<file path="config.mk">
export PLATFORM = sky130hd
export DESIGN_NAME = tca_dispatch
export DESIGN_NICKNAME = d
export VERILOG_FILES = /design/src/rtl/tca_pkg.sv /design/src/rtl/tca_job_fifo.sv /design/src/rtl/tca_dispatch.sv
export SDC_FILE = /design/constraint.sdc
export NUM_CORES = 1
export LEC_CHECK = 0
export CAP_MARGIN = 25
export CORE_MARGIN = 1
export CORE_UTILIZATION = 40
export CTS_CLUSTER_DIAMETER = 150
export DETAILED_ROUTE_END_ITERATION = 10
export HOLD_SLACK_MARGIN = 0.06
export MAX_ROUTING_LAYER = met4
export SLEW_MARGIN = 20
export SYNTH_ARGS = -nofsm -noshare
export SYNTH_HDL_FRONTEND = slang
export SYNTH_SLANG_ARGS = --single-unit
</file>
<file path="constraint.sdc">
create_clock -name clk -period 8.25 [get_ports clk]
set_input_delay 1.65 -clock clk [delete_from_list [all_inputs] [get_ports clk]]
set_output_delay 1.65 -clock clk [all_outputs]
set_load 0.02 [all_outputs]
</file>
<file path="src/rtl/tca_pkg.sv">
// Shared TCA protocol types: request/response structs and target state live here so
// that tca_if and the scheduler-side dispatcher agree on a single definition.
package tca_pkg;

   localparam int TCA_ADDR_W = 32;
   localparam int TCA_K_W    = 16;
   localparam int TCA_TAG_W  = 8;

   typedef struct packed {
      logic                  valid;
      logic [TCA_ADDR_W-1:0] base_addr;
      logic [TCA_K_W-1:0]    k;
   } tca_req_t;

   typedef struct packed {
      logic valid;
      logic complete;
      logic error;
   } tca_res_t;

   typedef enum logic [1:0] {
      TCA_IDLE,
      TCA_BUSY,
      TCA_DONE,
      TCA_FAULT
   } tca_state_t;

   typedef enum logic [1:0] {
      IDLE,
      ISSUE,
      WAIT,
      RETIRE
   } tca_disp_state_t;

   typedef struct packed {
      logic [TCA_TAG_W-1:0] tag;
      tca_req_t             payload;
   } tca_job_t;

   localparam int TCA_REQ_W = $bits(tca_req_t);
   localparam int TCA_RES_W = $bits(tca_res_t);

endpackage

</file>
<file path="src/rtl/tca_job_fifo.sv">
// Synchronous FIFO of arbitrary element type; pointers wrap modulo DEPTH (power of 2).
// Overflowing pushes and underflowing pops are ignored.
module tca_job_fifo #(
   parameter int  DEPTH = 4,
   parameter type T     = logic [7:0]
) (
   input  logic                   clk,
   input  logic                   rst,
   input  logic                   push,
   input  T                       wdata,
   input  logic                   pop,
   output T                       rdata,
   output logic                   full,
   output logic                   empty,
   output logic [$clog2(DEPTH):0] count
);

   localparam int PW = $clog2(DEPTH);
   localparam int CW = PW + 1;

   T              mem [DEPTH];
   logic [PW-1:0] wr_ptr;
   logic [PW-1:0] rd_ptr;
   logic [CW-1:0] cnt;
   logic          do_push;
   logic          do_pop;

   assign full    = (cnt == CW'(DEPTH));
   assign empty   = (cnt == '0);
   assign count   = cnt;
   assign rdata   = mem[rd_ptr];
   assign do_push = push && !full;
   assign do_pop  = pop && !empty;

   always_ff @(posedge clk) begin
      if (do_push) mem[wr_ptr] <= wdata;
   end

   always_ff @(posedge clk or posedge rst) begin
      if (rst) begin
         wr_ptr <= '0;
         rd_ptr <= '0;
         cnt    <= '0;
      end else begin
         if (do_push) wr_ptr <= wr_ptr + PW'(1);
         if (do_pop)  rd_ptr <= rd_ptr + PW'(1);
         cnt <= cnt + CW'(do_push) - CW'(do_pop);
      end
   end

endmodule

</file>
<file path="src/rtl/tca_dispatch.sv">
// Scheduler-side TCA initiator: queues tagged jobs, issues one at a time, retries on
// error, abandons hung jobs after a silent window, and reports one completion per job.
module tca_dispatch
   import tca_pkg::*;
#(
   parameter int QUEUE_DEPTH    = 4,
   parameter int TIMEOUT_CYCLES = 4096,
   parameter int MAX_RETRY      = 2,
   parameter int TAG_W          = 8
) (
   input  logic                         clk,
   input  logic                         rst,
   input  logic                         job_valid,
   output logic                         job_ready,
   input  logic [TCA_REQ_W-1:0]         job_req,
   output logic [TCA_REQ_W-1:0]         tca_req,
   input  logic [TCA_RES_W-1:0]         tca_res,
   output logic                         done_valid,
   output logic [TAG_W-1:0]             done_tag,
   output logic                         done_error,
   output logic                         done_timeout,
   output logic                         busy,
   output logic [$clog2(QUEUE_DEPTH):0] q_count
);

   localparam int CW = $clog2(QUEUE_DEPTH) + 1;
   localparam int TW = $clog2(TIMEOUT_CYCLES + 1);
   localparam int RW = $clog2(MAX_RETRY + 2);

   tca_disp_state_t state, state_n;
   tca_job_t        head, wr_job, job_q, job_n;
   tca_req_t        req_q, req_n;
   tca_res_t        res;
   logic [CW-1:0]   count, count_n;
   logic [RW-1:0]   retry_cnt, retry_n;
   logic [TW-1:0]   tmo_cnt, tmo_n;
   logic [TAG_W-1:0] tag_cnt;
   logic            push, pop, full, empty;
   logic            done_n, err_n, to_n;
   logic            ready_q, busy_q, done_valid_q, done_error_q, done_timeout_q;
   logic [TAG_W-1:0] done_tag_q;

   assign res     = tca_res;
   assign push    = job_valid && ready_q && !full;
   assign pop     = (state == IDLE) && !empty;
   assign count_n = count + CW'(push) - CW'(pop);

   always_comb begin
      wr_job.tag           = TCA_TAG_W'(tag_cnt);
      wr_job.payload       = job_req;
      wr_job.payload.valid = 1'b0;
   end

   tca_job_fifo #(
      .DEPTH (QUEUE_DEPTH),
      .T     (tca_job_t)
   ) u_fifo (
      .clk   (clk),
      .rst   (rst),
      .push  (push),
      .wdata (wr_job),
      .pop   (pop),
      .rdata (head),
      .full  (full),
      .empty (empty),
      .count (count)
   );

   // A response in the firing cycle wins over the timeout; error wins over complete.
   always_comb begin
      state_n = state;
      job_n   = job_q;
      retry_n = retry_cnt;
      tmo_n   = tmo_cnt;
      done_n  = 1'b0;
      err_n   = 1'b0;
      to_n    = 1'b0;
      case (state)
         IDLE: begin
            if (!empty) begin
               job_n   = head;
               retry_n = '0;
               state_n = ISSUE;
            end
         end
         ISSUE: begin
            tmo_n   = '0;
            state_n = WAIT;
         end
         WAIT: begin
            if (res.valid) begin
               if (res.error) begin
                  if (retry_cnt < RW'(MAX_RETRY)) begin
                     retry_n = retry_cnt + RW'(1);
                     state_n = ISSUE;
                  end else begin
                     state_n = RETIRE;
                     done_n  = 1'b1;
                     err_n   = 1'b1;
                  end
               end else if (res.complete) begin
                  state_n = RETIRE;
                  done_n  = 1'b1;
               end else begin
                  tmo_n = '0;
               end
            end else if (tmo_cnt == TW'(TIMEOUT_CYCLES - 1)) begin
               state_n = RETIRE;
               done_n  = 1'b1;
               err_n   = 1'b1;
               to_n    = 1'b1;
            end else begin
               tmo_n = tmo_cnt + TW'(1);
            end
         end
         RETIRE: state_n = IDLE;
         default: state_n = IDLE;
      endcase
      req_n       = job_n.payload;
      req_n.valid = (state_n == ISSUE);
   end

   // Outputs are loaded from next-state values so they line up with the state they describe.
   always_ff @(posedge clk or posedge rst) begin
      if (rst) begin
         state          <= IDLE;
         job_q          <= '0;
         retry_cnt      <= '0;
         tmo_cnt        <= '0;
         tag_cnt        <= '0;
         req_q          <= '0;
         ready_q        <= 1'b0;
         busy_q         <= 1'b0;
         done_valid_q   <= 1'b0;
         done_tag_q     <= '0;
         done_error_q   <= 1'b0;
         done_timeout_q <= 1'b0;
      end else begin
         state          <= state_n;
         job_q          <= job_n;
         retry_cnt      <= retry_n;
         tmo_cnt        <= tmo_n;
         if (push) tag_cnt <= tag_cnt + TAG_W'(1);
         req_q          <= req_n;
         ready_q        <= (count_n != CW'(QUEUE_DEPTH));
         busy_q         <= (state_n != IDLE) || (count_n != '0);
         done_valid_q   <= done_n;
         if (done_n) done_tag_q <= TAG_W'(job_q.tag);
         done_error_q   <= err_n;
         done_timeout_q <= to_n;
      end
   end

   assign job_ready    = ready_q;
   assign tca_req      = req_q;
   assign done_valid   = done_valid_q;
   assign done_tag     = done_tag_q;
   assign done_error   = done_error_q;
   assign done_timeout = done_timeout_q;
   assign busy         = busy_q;
   assign q_count      = count;

endmodule

</file>
After elaboration in Yosys (flattened, before gate mapping)
Memory sizes are Yosys's and may differ from the RTL's. A register that Yosys moved wholly into a read port is not among the register bits.
Index checks and enable logic that the tools add are counted.
- register bits after elaboration: 46
- latch bits: 0
- bits in writable memories: 224
- ROM bits: 0
- word-level logic and storage cells: 87
- memories: 1
- add/sub/neg operators: 9
- $mul: 0
- div/mod/pow operators: 0
- magnitude comparators: 1
- eq/ne operators: 14
- shift operators: 0
- muxes and demuxes: 30
- bitwise gates (word level): 1
- reduce and logical (&&, ||, !) cells: 17
- memories (name ; depth ; width ; rd ports ; clocked after memory_dff ; write ports ; RTL line ; RTL):
    u_fifo.mem ; 4 ; 56 ; 1 ; 1 ; 1 ; tca_job_fifo.sv:21 ; T mem [DEPTH];
- operators with widths (operator ; number):
    two-way mux 13 bit ; 4
    case mux 13 bit (2 select lines) ; 1
    two-way mux 2 bit ; 10
    adder 13 x 1 -> 13 bit, second input constant ; 1
    equality test 13 x 12 -> 1 bit, second input constant ; 1
    two-way mux 1 bit ; 13
    inequality test 3 bit, second input constant ; 4
    adder 8 x 1 -> 8 bit, second input constant ; 1
    inequality test 2 bit, second input constant ; 4
    case mux 2 bit (4 select lines) ; 1
    adder 2 x 1 -> 2 bit, second input constant ; 3
    adder 3 x 1 -> 3 bit ; 2
    nonzero test 2 bit ; 3
    subtractor 3 x 1 -> 3 bit ; 2
    logical AND 1 bit ; 5
    AND reduction 5 bit ; 1
    equality test 2 x 1 -> 1 bit, second input constant ; 2
    equality test 2 bit, second input constant ; 2
    case mux 2 bit (2 select lines) ; 1
    AND reduction 4 bit ; 1
    equality test 3 bit, second input constant ; 1
    zero test 3 bit ; 1
    nonzero test 3 bit ; 1
    zero test 1 bit ; 2
    5 further kinds ; 5

Depth between registers and ports, before layout
Gate-level depths: netlist (run 1).
- depth after elaboration: 7
- depth in mapped cells: 12

Modules after synthesis
Synthesis (run 1) repeated with hierarchy kept, for this count alone.
- cell total of the unflattened synthesis: 808
- area, all modules: 13093.8 µm²
- modules (own cells, without submodules) (module ; times used ; cells each ; area each (µm²) ; sequential area each (µm²)):
    tca_job_fifo ; 1 ; 340 ; 8704.6 ; 7021.7
    tca_dispatch ; 1 ; 468 ; 4389.2 ; 2377.3

Worst setup path after synthesis (run 1)
No wires, ideal clock.
- kind: input to register
- start point: input job_valid
- end point: memory u_fifo.mem[0][0] (netlist name) (enable)
- setup time: 0.420 ns
- arrival time: 3.667 ns
- required time: 7.830 ns
- path slack: 4.163 ns
- stages on the path: 4
- cell sequence: nand2_1 -> a21oi_1 -> clkbuf_1 -> and2_1
- word-level cells in the longest chain between the ends: 5
- RTL lines (what ; RTL line ; RTL):
    from (decl) ; tca_dispatch.sv:13 ; input logic job_valid,
    logical AND 1 bit (2 in series) ; tca_dispatch.sv:44 ; assign push = job_valid && ready_q && !full;
    named net push ; tca_dispatch.sv:38 ; logic push, pop, full, empty;
    logical AND 1 bit ; tca_job_fifo.sv:32 ; assign do_push = push && !full;
    two-way mux 1 bit ; tca_job_fifo.sv:36 ; if (do_push) mem[wr_ptr] <= wdata;
    two-way mux 1 bit (not written as such) ; tca_job_fifo.sv:36 ;
    to (decl) ; tca_job_fifo.sv:21 ;
The timed path passes the listed nets, and every way through them passes these cells.

Final worst setup path (run 1)
- start point: input job_valid
- end point: memory u_fifo.mem[0][2] (netlist name) (enable)
- word-level cells in the longest chain between the ends: 5
- RTL lines (what ; RTL line):
    logical AND 1 bit (2 in series) ; tca_dispatch.sv:44
    logical AND 1 bit ; tca_job_fifo.sv:32
    two-way mux 1 bit ; tca_job_fifo.sv:36
    two-way mux 1 bit (not written as such) ; tca_job_fifo.sv:36
No other way between the ends.

==> results.tsv, run 1 <==
stage	metric	value	unit
min_path	min-delay-start	tca_req[1]	
cts	clkTransAtPathRegs	60	ps
synth	synth_edf_count	224	
synth	async_reset_ff_share	31.3	%
cts	cts_tree	built	
min_path	holdPathEnd	tca_req[1]	
layout	antennaDiodeCount	0	
cts	clkLatencyLatePin	530	ps
layout	multi_input_area	3030	um2
timing	finalHoldViolCount	0	
cts	post_cts_buffers	0	
run	drv_cap	0	
detailed_routing	wl_per_cell	18.4	um
timing	finClkSkew	24.1	ps
floorplanning	initial_utilization	40.7	%
critical_path	cp_slowest_stage_delay	790	ps
synth	synth_area_leaders	edfxtp_1 (52%), dfrtp_1 (20%), mux4_2 (9.8%)	
synth	syn_nets	858	
synth	synth_area	12900	um2
critical_path	r2r_cells	11	
layout	nNetsFinal	942	
critical_path	worstReg2RegStart	u_fifo.count[1]	
cts	cts_resized	0	
critical_path	cp-start-kind	input port	
power	p_int	4.07	mW
detailed_routing	postRouteAntennaNets	0	
critical_path	cp-end-kind	register	
power	p_clk_share	28.5	%
timing	fmax	299	MHz
placement	post-place-ws	4320	ps
critical_path	cpMaxStageDelayCell	and2_4	
run_status	outcome	finished, final reports clean	
critical_path	crit_chain	clkdlybuf4s50_1 -> nand2_1 -> a21oi_1 -> buf_4 -> and2_4	
grt	grt.overflow.total	0	
power	power_switching_share	31.4	%
critical_path	cp_data_arrival_time	3490	ps
synth	synthCells	793	
floorplanning	die_h	181	um
power	p_switching	1.87	mW
floorplanning	coreArea	31600	um2
cts	numCtsBuffers	36	
grt	grt_max_degree	71	
power	vdd_ir_drop_max	0.192	mV
cts	cts_root_buffer	clkbuf_16	
min_path	hold_depth	2	
floorplanning	rows	65	
detailed_routing	dr.pass1.iters	4	
grt	grt_pass1_vias	6746	
placement	port_buffers	118	
power	leakagePower	5.76	nW
layout	drive_gt1_share	15.9	%
cts	htree_levels	2	
critical_path	crit_type	input port to register	
critical_path	r2r_end	busy	
detailed_routing	drt_iter0_drc	395	
min_path	min_path_type	register to register	
timing	rsz0062_at_grt	false	
timing	slew_headroom	38.2	%
critical_path	crit_family	simple AND/OR/NAND/NOR gates	
floorplanning	die-area	32900	um2
layout	syn_to_final_growth	19.8	%
detailed_routing	vias	6481	
detailed_routing	viasPerCell	4.96	
synth	ys_ff_latch	326	
detailed_routing	post-route-drc-count	0	
critical_path	path_buf_inv	2	
timing	worstMarginPinSlew	927	ps
placement	dp_hpwl	12800	um
power	pwr-share-seq	42.3	%
timing	finalCritPeriodShare	40.6	%
synth	ys_types	47	
placement	globalplace.congestion	0.768	
layout	nFillCells	2681	
synth	synth_top_area_cell	edfxtp_1	
floorplanning	die_w	181	um
timing	fin_crit	3350	ps
synth	synth_ff_type	edfxtp_1	
cts	cts_max_path_buffers	3	
grt	grt_use_total	15.7	%
power	power_frac_comb	29.3	%
timing	holdWs	470	ps
synth	yosysWarnings	0	
timing	setup_viol	0	
cts	cts_num_sinks	326	
critical_path	required	8390	ps
grt	antenna_found_initial	0	
cts	cts_hold_buf	0	
synth	synth.top_cell.area_share	52.3	%
critical_path	worstPathMaxFanout	56	
detailed_routing	wl	24100	um
layout	seq_area	9290	um2
critical_path	rrSetupSlack	5150	ps
timing	timing.setup.tns	0	ps
power	powerDensity	385	nW/um2
timing	maxSlewViolCount	0	
floorplanning	io_pins	120	
synth	syn_avg_cell_area	16.2	um2
grt	grt_pass1_wl	38200	um
synth	seq_area_frac_synth	72.2	%
timing	worst_slack	4900	ps
synth_stat cells (2+ instances only):
cell type,instances
edfxtp_1,224
nand2_1,189
dfrtp_1,102
mux4_2,56
buf_4,51
clkbuf_1,14
inv_1,14
buf_2,12
nand2b_1,11
xnor2_1,11
mux2_2,10
mux2i_1,10
ha_1,8
nand3_1,8
nor2_1,7
a211oi_1,6
a21oi_1,6
and2_1,6
nand4_1,4
and3_1,3
nor3_1,3
o21ai_0,3
o22ai_1,3
xor2_1,3
a2111oi_0,2
and4_1,2
fa_1,2
nand4_2,2
nand4b_1,2
or3_1,2
worst min-delay path, cell delays in order, from the launching register on:
cell and delay [ps]:
dfrtp_1 340, nand2_1 50, nand2_1 50
per-layer routing:
layer  vias to the layer above  track usage [%]  part of all wire (%)
met5                         -                -                     0
met4                         0             4.24                   1.8
met3                        40             3.67                   5.4
met2                       141             24.6                    48
met1                      3286             20.5                    45
li1                       3014                -                     -
power by group through the flow:
stage / clock network (mW) / logic (mW) / registers, mW
after global routing: 1.80 / 1.93 / 2.57
after CTS: 1.73 / 1.78 / 2.52
final: 1.69 / 1.74 / 2.51
after detailed placement: 0 / 1.78 / 2.55
after global placement: 0 / 1.76 / 2.54
after floorplan: 0 / 1.38 / 2.42
worst max-delay path by stage:
stage	to	slack [ps]	from	cells past startpoint
floorplan	busy	3920	rst	1
global placement	u_fifo.mem[1][32]	4300	job_valid	5
detailed placement	u_fifo.mem[0][32]	4320	job_valid	5
CTS	u_fifo.mem[3][5]	4850	job_valid	5
global route	u_fifo.mem[0][6]	4800	job_valid	5
finish	u_fifo.mem[0][2]	4900	job_valid	5
registers in the layout (all words and copies together) (netlist names), 3 cells and up:
register / count
u_fifo.mem: 224
tca_req: 49
tmo_cnt: 13
done_tag: 8
job_q: 8
tag_cnt: 8
u_fifo.count: 3
cell families (layout without fill, tap and decap cells):
family	Yosys count	in the layout	share of synthesized area, %
AO/OA/AOI/OAI	27	27	1.53
XOR/XNOR	14	14	0.954
multiplexers	76	76	11.5
AND/OR/NAND/NOR	247	247	8.46
adder cells (fa/ha/maj)	10	10	1.09
buffers and inverters	93	205	4.32
flip-flops	326	326	72.2
placed cells by master, fill, tap and decap left out, types with 3 or more instances in the layout:
master | netlist | routed
a211oi_1 | 6 | 6
a21oi_1 | 6 | 6
and2_4 | 0 | 4
and3_1 | 3 | 3
buf_4 | 51 | 5
bufinv_16 | 0 | 4
clkbuf_1 | 14 | 10
clkbuf_16 | 0 | 38
clkbuf_8 | 0 | 8
clkdlybuf4s50_1 | 0 | 118
clkinv_2 | 0 | 3
dfrtp_1 | 102 | 100
edfxtp_1 | 224 | 224
ha_1 | 8 | 8
inv_1 | 14 | 13
mux2_2 | 10 | 10
mux2i_1 | 10 | 10
mux4_2 | 56 | 56
nand2_1 | 189 | 189
nand2b_1 | 11 | 11
nand3_1 | 8 | 8
nand4_1 | 4 | 4
nor2_1 | 7 | 7
nor3_1 | 3 | 3
o21ai_0 | 3 | 3
o22ai_1 | 3 | 3
xnor2_1 | 11 | 11
xor2_1 | 3 | 3
stage by stage:
step	util, %	area (um2)	instances	total power [mW]
after floorplan	-	12900	793	3.80
after CTS	48.7	15400	1306	6.04
after detailed placement	44.7	14100	1240	4.33
after global routing	48.8	15400	1307	6.29
final	48.8	15400	1307	5.94
after global placement	44.7	14100	1240	4.31
final cells by class:
| class | instances | area share, % |
|---|---|---|
| flip-flops and latches | 326 | 60.3 |
| multi-input cells | 374 | 19.7 |
| repair buffers | 124 | 8.09 |
| clock buffers | 56 | 7.13 |
| well taps | 402 | 3.27 |
| clock inverters | 10 | 1.16 |
| inverters | 15 | 0.382 |
No activity file was read; power rests on OpenSTA's default activity.
==> inputs of run 2 (changes only) <==
clock period = 2.9 ns   (was 8.25 ns; I/O delays follow)
==> results.tsv, run 2 (synthesized netlist as in run 1, its figures left out) <==
stage	metric	value	unit	change
run_status	outcome	finished, final reports clean		
critical_path	crit_type	register to register		
critical_path	r2r_cells	9		-2
floorplanning	die_h	181	um	unchanged
layout	layout_common_cells	edfxtp_1 (224), nand2_1 (189), clkdlybuf4s50_1 (118), dfrtp_1 (100), mux4_2 (56)		
timing	rsz0062_at_grt	false		
timing	slew_headroom	48.3	%	+10 points
timing	maxSlewViolCount	0		unchanged
layout	top_register	u_fifo.mem		
grt	grt_pass1_wl	40200	um	+5.4%
timing	worst_slack	420	ps	-4480 ps
detailed_routing	drt_iter0_drc	342		-13%
timing	fin_crit	2480	ps	
power	leakagePower	5.79	nW	+0.56%
power	vdd_ir_drop_max	0.583	mV	+200%
layout	syn_to_final_growth	20.3	%	
layout	multi_input_area	3030	um2	unchanged
timing	timing.setup.tns	0	ps	unchanged
critical_path	required	3260	ps	-5130 ps
timing	setup_viol	0		unchanged
placement	port_buffers	118		unchanged
placement	post-place-ws	313	ps	-4010 ps
critical_path	cp-end-kind	register		
cts	post_cts_buffers	0		unchanged
placement	globalplace.congestion	0.732		-4.7%
layout	layout_commonest_cell	edfxtp_1		
layout	largest_register_ffs	224		unchanged
floorplanning	die_w	181	um	unchanged
floorplanning	coreArea	31600	um2	unchanged
cts	cts_hold_buf	0		unchanged
power	powerDensity	1070	nW/um2	+180%
detailed_routing	postRouteAntennaNets	0		unchanged
grt	grt_use_total	16.2	%	+0.59 points
detailed_routing	dr.pass1.iters	4		unchanged
floorplanning	io_pins	120		unchanged
cts	clkTransAtPathRegs	60	ps	about the same
detailed_routing	wl_per_cell	18.4	um	-0.34%
run	drv_cap	0		unchanged
grt	grt.overflow.total	0		unchanged
cts	clkLatencyLatePin	510	ps	-20 ps
timing	fmax	403	MHz	
detailed_routing	wl	24400	um	+1.1%
floorplanning	die-area	32900	um2	unchanged
critical_path	worstReg2RegStart	u_fifo.count[1]		
placement	dp_hpwl	14400	um	+13%
grt	grt_max_degree	62		-13%
cts	cts_num_sinks	326		unchanged
cts	cts_max_path_buffers	3		unchanged
timing	finalHoldViolCount	0		unchanged
detailed_routing	post-route-drc-count	0		unchanged
critical_path	cp-start-kind	register		
layout	seq_area	9280	um2	about the same
detailed_routing	vias	6580		+1.5%
floorplanning	rows	65		unchanged
cts	cts_tree	built		
cts	numCtsBuffers	35		-2.8%
timing	finClkSkew	22.9	ps	-1.19 ps
detailed_routing	viasPerCell	4.96		about the same
layout	drive_gt1_share	17.5	%	+1.6 points
cts	cts_root_buffer	clkbuf_16		
critical_path	cp_data_arrival_time	2840	ps	-650 ps
timing	finalCritPeriodShare	85.5	%	
layout	nFillCells	2691		+0.37%
layout	nNetsFinal	960		+1.9%
grt	antenna_found_initial	2		+2
timing	worstMarginPinSlew	776	ps	-151 ps
cts	cts_resized	0		unchanged
cts	htree_levels	2		unchanged
critical_path	critPathLaunch	u_fifo.count[1]		
min_path	min_path_type	input port to asynchronous set/reset pin		
grt	grt_pass1_vias	7110		+5.4%
critical_path	worstPathMaxFanout	5		-91%
floorplanning	initial_utilization	40.7	%	unchanged
[run 2: cell count changes in the layout (fill, tap and decap cells not counted), sizes merged]
cell / before / now
clkbuf: 56 / 46
clkinvlp: 0 / 3
bufinv: 4 / 1
buf: 6 / 25
inv: 17 / 15
clkinv: 4 / 14
diode: 0 / 2
[run 2: layout make-up]
class	instances	share of cell area, %
Sequential cell	326	60.0
Multi-Input combinational cell	374	19.6
Timing Repair Buffer	143	9.50
Clock buffer	46	6.33
Tap cell	402	3.25
Clock inverter	18	0.858
Inverter	15	0.388
Antenna cell	2	0.0324
[run 2: path summary, 6_finish.rpt]
path / endpoint / slack, ps
setup reg to reg: busy / 420
hold / removal: u_fifo.rd_ptr[1] / 420
hold reg to reg: job_q[54] / 470
setup / recovery: busy / 420
min in group clk: job_q[54] / 470
max in group asynchronous: u_fifo.rd_ptr[0] / 1880
[run 2: per-layer routing]
| layer | routed length, um | GRT usage, % |
|---|---|---|
| met1 | 10500 | 20.3 |
| met2 | 12200 | 26.8 |
| met3 | 1270 | 3.67 |
| met4 | 455 | 4.17 |
| met5 | 0 | - |
[run 2: per-stage QoR]
stage	power (mW)	util (%)	instances	hold WS, ps	area [um2]
floorplan	10.8	-	793	442	12900
global placement	12.4	45.5	1260	456	14300
detailed placement	12.5	45.5	1260	461	14300
CTS	16.8	49.0	1324	417	15500
global route	17.6	49.0	1326	431	15500
finish	16.5	49.0	1326	419	15500
[run 2: power breakdown]
| part | internal (mW) | switching, mW | leakage (nW) |
|---|---|---|---|
| clock | 2.48 | 1.76 | 0.545 |
| sequential | 6.33 | 0.541 | 3.33 |
| combinational | 2.40 | 2.98 | 1.92 |
[run 2: critical path, cell delays in order, from the launching register on]
cell	delay [ps]
dfrtp_1	420
nor3_1	100
or3_2	440
inv_2	80
ha_1	220
inv_1	60
ha_1	200
fa_1	440
nor3_1	260
nand4b_1	130
